<file path="src/rtl/mux_arbiter.sv">
// Round-robin arbiter and select sequencer for a 4-input, two-level mux.
// Four requesters (req[0..3] -> a, b, c, d) compete for the mux output. The
// arbiter holds each grant for at most MAX_HOLD cycles, drives the matching
// {select_group, select} code, and leaves one idle cycle between grants.
module mux_arbiter #(
    parameter int unsigned MAX_HOLD = 4
) (
    input  logic       clk,
    input  logic       reset,
    input  logic       en,
    input  logic [3:0] req,
    output logic [3:0] gnt,
    output logic       select,
    output logic       select_group,
    output logic       busy
);

    typedef enum logic [1:0] {
        IDLE  = 2'b00,
        GRANT = 2'b01,
        GAP   = 2'b10
    } state_t;

    localparam logic [7:0] HOLD_LAST = 8'(MAX_HOLD - 1);

    state_t     state, stateNext;
    logic [1:0] ptr, ptrNext;
    logic [1:0] own, ownNext;
    logic [7:0] cnt, cntNext;
    logic [3:0] gntNext;
    logic       selectNext, selectGroupNext;
    logic [1:0] winner;

    // Rotating priority search: the lowest offset from ptr with a request wins.
    // Scanning from the far end lets the nearest hit overwrite the others.
    always_comb begin
        winner = ptr;
        for (int unsigned k = 4; k > 0; k--) begin
            if (req[ptr + 2'(k - 1)]) begin
                winner = ptr + 2'(k - 1);
            end
        end
    end

    // Next-state and next-output logic; selects only move when a grant loads.
    always_comb begin
        stateNext       = state;
        ptrNext         = ptr;
        ownNext         = own;
        cntNext         = cnt;
        gntNext         = gnt;
        selectNext      = select;
        selectGroupNext = select_group;
        case (state)
            IDLE, GAP: begin
                stateNext = IDLE;
                gntNext   = '0;
                if (en && (req != '0)) begin
                    stateNext       = GRANT;
                    ownNext         = winner;
                    gntNext         = 4'b0001 << winner;
                    selectGroupNext = winner[1];
                    selectNext      = winner[0];
                    cntNext         = '0;
                end
            end
            GRANT: begin
                if (!req[own] || (cnt == HOLD_LAST)) begin
                    stateNext = GAP;
                    gntNext   = '0;
                    ptrNext   = own + 2'd1;
                end else begin
                    cntNext = cnt + 8'd1;
                end
            end
            default: begin
                stateNext = IDLE;
                gntNext   = '0;
            end
        endcase
    end

    // State and output registers with asynchronous reset.
    always_ff @(posedge clk or posedge reset) begin
        if (reset) begin
            state        <= IDLE;
            ptr          <= '0;
            own          <= '0;
            cnt          <= '0;
            gnt          <= '0;
            select       <= 1'b0;
            select_group <= 1'b0;
        end else begin
            state        <= stateNext;
            ptr          <= ptrNext;
            own          <= ownNext;
            cnt          <= cntNext;
            gnt          <= gntNext;
            select       <= selectNext;
            select_group <= selectGroupNext;
        end
    end

    assign busy = (state != IDLE);

endmodule

</file>
<file path="config.mk">
export PLATFORM = sky130hd
export DESIGN_NAME = mux_arbiter
export DESIGN_NICKNAME = d
export VERILOG_FILES = /design/src/rtl/mux_arbiter.sv
export SDC_FILE = /design/constraint.sdc
export NUM_CORES = 1
export LEC_CHECK = 0
export ABC_AREA = 1
export CAP_MARGIN = 40
export CORE_ASPECT_RATIO = 1.25
export CORE_MARGIN = 5
export CORE_UTILIZATION = 55
export CTS_BUF_LIST = sky130_fd_sc_hd__clkbuf_2
export DETAILED_ROUTE_END_ITERATION = 8
export PLACE_DENSITY = 0.79
export SLEW_MARGIN = 20
export SYNTH_ARGS = -nofsm -noshare
export SYNTH_HDL_FRONTEND = slang
export SYNTH_SLANG_ARGS = --single-unit
</file>
<file path="constraint.sdc">
create_clock -name clk -period 1.7 [get_ports clk]
set_input_delay 0.17 -clock clk [delete_from_list [all_inputs] [get_ports clk]]
set_output_delay 0.17 -clock clk [all_outputs]
set_load 0.01 [all_outputs]
</file>
==> flow_summary.json, run 1 <==
{
  "chipWidth_um": 51.9,
  "timing.max_cap.violations": 0,
  "row_count": 19,
  "overflow": 0,
  "starting_utilization_of_the_core_area_pct": 56.4,
  "floorplan.core_area_um2": 2140,
  "timing_worst_setup_path_type": "reg -> out",
  "worstPathArrival_ns": 1.45,
  "wirelength_routed_um": 2480,
  "clk_latency_ns": 0.32,
  "worst_path_max_delay_cell": "sky130_fd_sc_hd__clkdlybuf4s50_1",
  "final.min_clock_period_ns": 1.62,
  "synth_edf_count": 0,
  "dp_hpwl_um": 1950,
  "clock_sinks": 18,
  "area.growth.synth_to_final_pct": 14.6,
  "slew_headroom_pct": 71.5,
  "io-pin-count": 14,
  "crit_buf_inv": 2,
  "synth.yosys.seq_area_share_pct": 37.3,
  "comb_power_share_pct": 59.5,
  "internal_dissipation_w": 0.00114,
  "ys_async_sr_fraction_pct": 100,
  "syn_inst": 164,
  "ys.warnings.count": 0,
  "timing.critical_path.to_type": "output port",
  "design.final.nets": 190,
  "syn_avg_cell_area_um2": 7.35,
  "post_drt_via_cell_ratio": 5.38,
  "placement.io_buffers": 13,
  "antenna-diode-count": 0,
  "setup_total_negative_slack_ns": 0,
  "total_cts_buffers": 3,
  "timing.critical_path.required_ns": 1.53,
  "drc_errors": 0,
  "synth_area_um2": 1210,
  "crit_family": "buffers and inverters",
  "grt_pass1_vias": 1066,
  "worstSetupStartpointType": "register",
  "worst_clock_skew_ns": 0.00767,
  "drtAntennaViolNets": 0,
  "critical_path.max_fanout": 3,
  "cts_buffer_depth": 2,
  "setup_viol": 0,
  "path_cells": "inv_1, nand2_1, clkdlybuf4s50_1",
  "finalMaxSlewViolations": 0,
  "power_per_cell_area_nw_per_um2": 1630,
  "leakage_nw": 0.721,
  "synth.distinct_cells": 26,
  "netSwitchingPower_w": 0.00112,
  "max-vdd-ir-drop_uv": 1380,
  "wl_per_cell_um": 12.3,
  "timing.final.hold_violations": 0,
  "preCtsSetupSlack_ns": 0.0511,
  "ys_seq_elements": 18,
  "chipHeight_um": 62.4,
  "p_clk_share_pct": 8.4,
  "pwr-share-seq_pct": 32.1,
  "gp_congestion": 0.901,
  "rsz0062_at_grt": "no",
  "run_status": "finished clean",
  "tritoncts": "built",
  "mappedNetlistNets": 172,
  "post-cts-setup-buffer-count": 0,
  "globalRouteTotalUtil_pct": 17.9,
  "achievable-frequency_mhz": 618,
  "dr_total_vias": 1087,
  "cts_root_buffer": "sky130_fd_sc_hd__clkbuf_2",
  "dp.cells": 198,
  "tightestPinTransition_ns": 0.427,
  "number_of_antenna_violations_at_the_first_check_in_global_routing": 0,
  "final.setup.worst_slack_ns": 0.0817,
  "drt_first_pass_iters": 4,
  "drive_above_1_share_pct": 15.5,
  "critical-path-max-stage-delay_ns": 0.53,
  "grt_max_degree": 19,
  "fp.dieArea_um2": 3240,
  "layout.cells.most_common": "sky130_fd_sc_hd__nand2_1",
  "cts.reportedPaths.clkPinSlew_ns": 0.17,
  "min-delay-path-class": "in -> async",
  "predominant_post_synthesis_flop_cell": "sky130_fd_sc_hd__dfrtp_1",
  "first_pass_grt_wire_length_um": 4590,
  "layout_common_cells": "sky130_fd_sc_hd__nand2_1, sky130_fd_sc_hd__dfrtp_1, sky130_fd_sc_hd__nand3_1, sky130_fd_sc_hd__inv_1, sky130_fd_sc_hd__clkdlybuf4s50_1",
  "stdcell_count": 202,
  "fin_crit_sh_pct": 95.2,
  "cts_htree_levels": 1,
  "first_iter_violations": 33,
  "p_sw_share_pct": 49.4
}
-- layout make-up --
cell class,count,area (um^2)
clock buffer,3,15.0
clock inverter,1,3.75
fill,186,757
inverter,16,67.6
multi-input combinational,128,673
sequential,18,452
tap,21,26.3
timing repair buffer,15,145
-- state kept, by name, summed over array words and instances, names as in the netlist --
signal	cells
cnt	8
gnt	4
ptr	2
state	2
own	1
select_group	1
-- worst min-delay path, cell delays in order --
cell                              delay [ns]
sky130_fd_sc_hd__clkdlybuf4s50_1        0.39
sky130_fd_sc_hd__inv_1                  0.05
sky130_fd_sc_hd__buf_4                  0.24
-- synth_stat cells (2+ instances only) --
cell | instances | area share (%)
sky130_fd_sc_hd__nand2_1 | 55 | 17
sky130_fd_sc_hd__dfrtp_1 | 18 | 37
sky130_fd_sc_hd__nand3_1 | 15 | 6.2
sky130_fd_sc_hd__inv_1 | 14 | 4.4
sky130_fd_sc_hd__nand2_2 | 12 | 6.2
sky130_fd_sc_hd__nor2_1 | 11 | 3.4
sky130_fd_sc_hd__nand4_1 | 10 | 5.2
sky130_fd_sc_hd__o21ai_1 | 5 | 2.1
sky130_fd_sc_hd__xor2_1 | 5 | 3.6
sky130_fd_sc_hd__nor2_4 | 2 | 1.9
sky130_fd_sc_hd__xnor2_1 | 2 | 1.5
-- through the flow --
step	utilization [%]	total power (W)	cell area, um^2	hold WS, ns
final	64.6	0.00226	1380	0.134
after global placement	63.7	0.00206	1360	0.463
after global routing	64.6	0.00248	1380	0.168
after detailed placement	63.7	0.00209	1360	0.473
after CTS	64.6	0.00227	1380	0.146
after floorplan	-	0.00171	1210	0.109
-- power groups by stage --
stage	combinational (W)	clock (W)	sequential, W
6_report	0.00134	0.000189	0.000727
4_1_cts	0.00136	0.000192	0.000722
5_1_grt	0.00151	0.000203	0.000758
3_5_place_dp	0.00136	0	0.000732
2_1_floorplan	0.00101	0	0.000704
3_3_place_gp	0.00133	0	0.000728
-- path summary, 6_finish.rpt --
| check | startpoint | to | slack (ns) | cells past startpoint |
|---|---|---|---|---|
| hold reg to reg | gnt[0] | gnt[0] | 0.51 | 2 |
| setup / recovery | state[0] | busy | 0.08 | 3 |
| max in group asynchronous | reset | ptr[0] | 1.36 | 3 |
| setup reg to reg | cnt[0] | cnt[1] | 0.22 | 6 |
| hold / removal | reset | cnt[2] | 0.13 | 3 |
| min in group clk | gnt[0] | gnt[0] | 0.51 | 2 |
-- per-layer routing --
metal | track usage (%) | wire length, um
met1 | 20.7 | 1050
met2 | 32.1 | 1310
met3 | 1.67 | 68
met4 | 7.87 | 51
met5 | 0 | 0
-- timing repair --
action | in CTS | in global routing
hold buffers | 0 | 0
resized for setup | 0 | 1
endpoints found under the setup margin | 0 | 4
-- cell families (layout without fill, tap and decap cells) --
kind of cell	after synthesis	after routing	synth area share, %
flip-flops	18	18	37.3
buffers and inverters	18	35	6.85
AO/OA/AOI/OAI	9	9	4.56
XOR/XNOR	7	7	5.08
adder cells (fa/ha/maj)	1	1	1.04
AND/OR/NAND/NOR	111	111	45.1
Note: power is estimated with default switching activity, not from simulation.
==> run 2: changes to the inputs <==
Settings changed: SKIP_LAST_GASP set to 1, SLEW_MARGIN 20 to unset.
==> results of run 2 <==
Final layout, timing and power as in run 1 (identical DEF).
==> run 3: changes to the inputs <==
Settings changed: CAP_MARGIN 40 to unset.
==> results of run 3 <==
Final layout, timing and power as in run 1 (identical DEF).
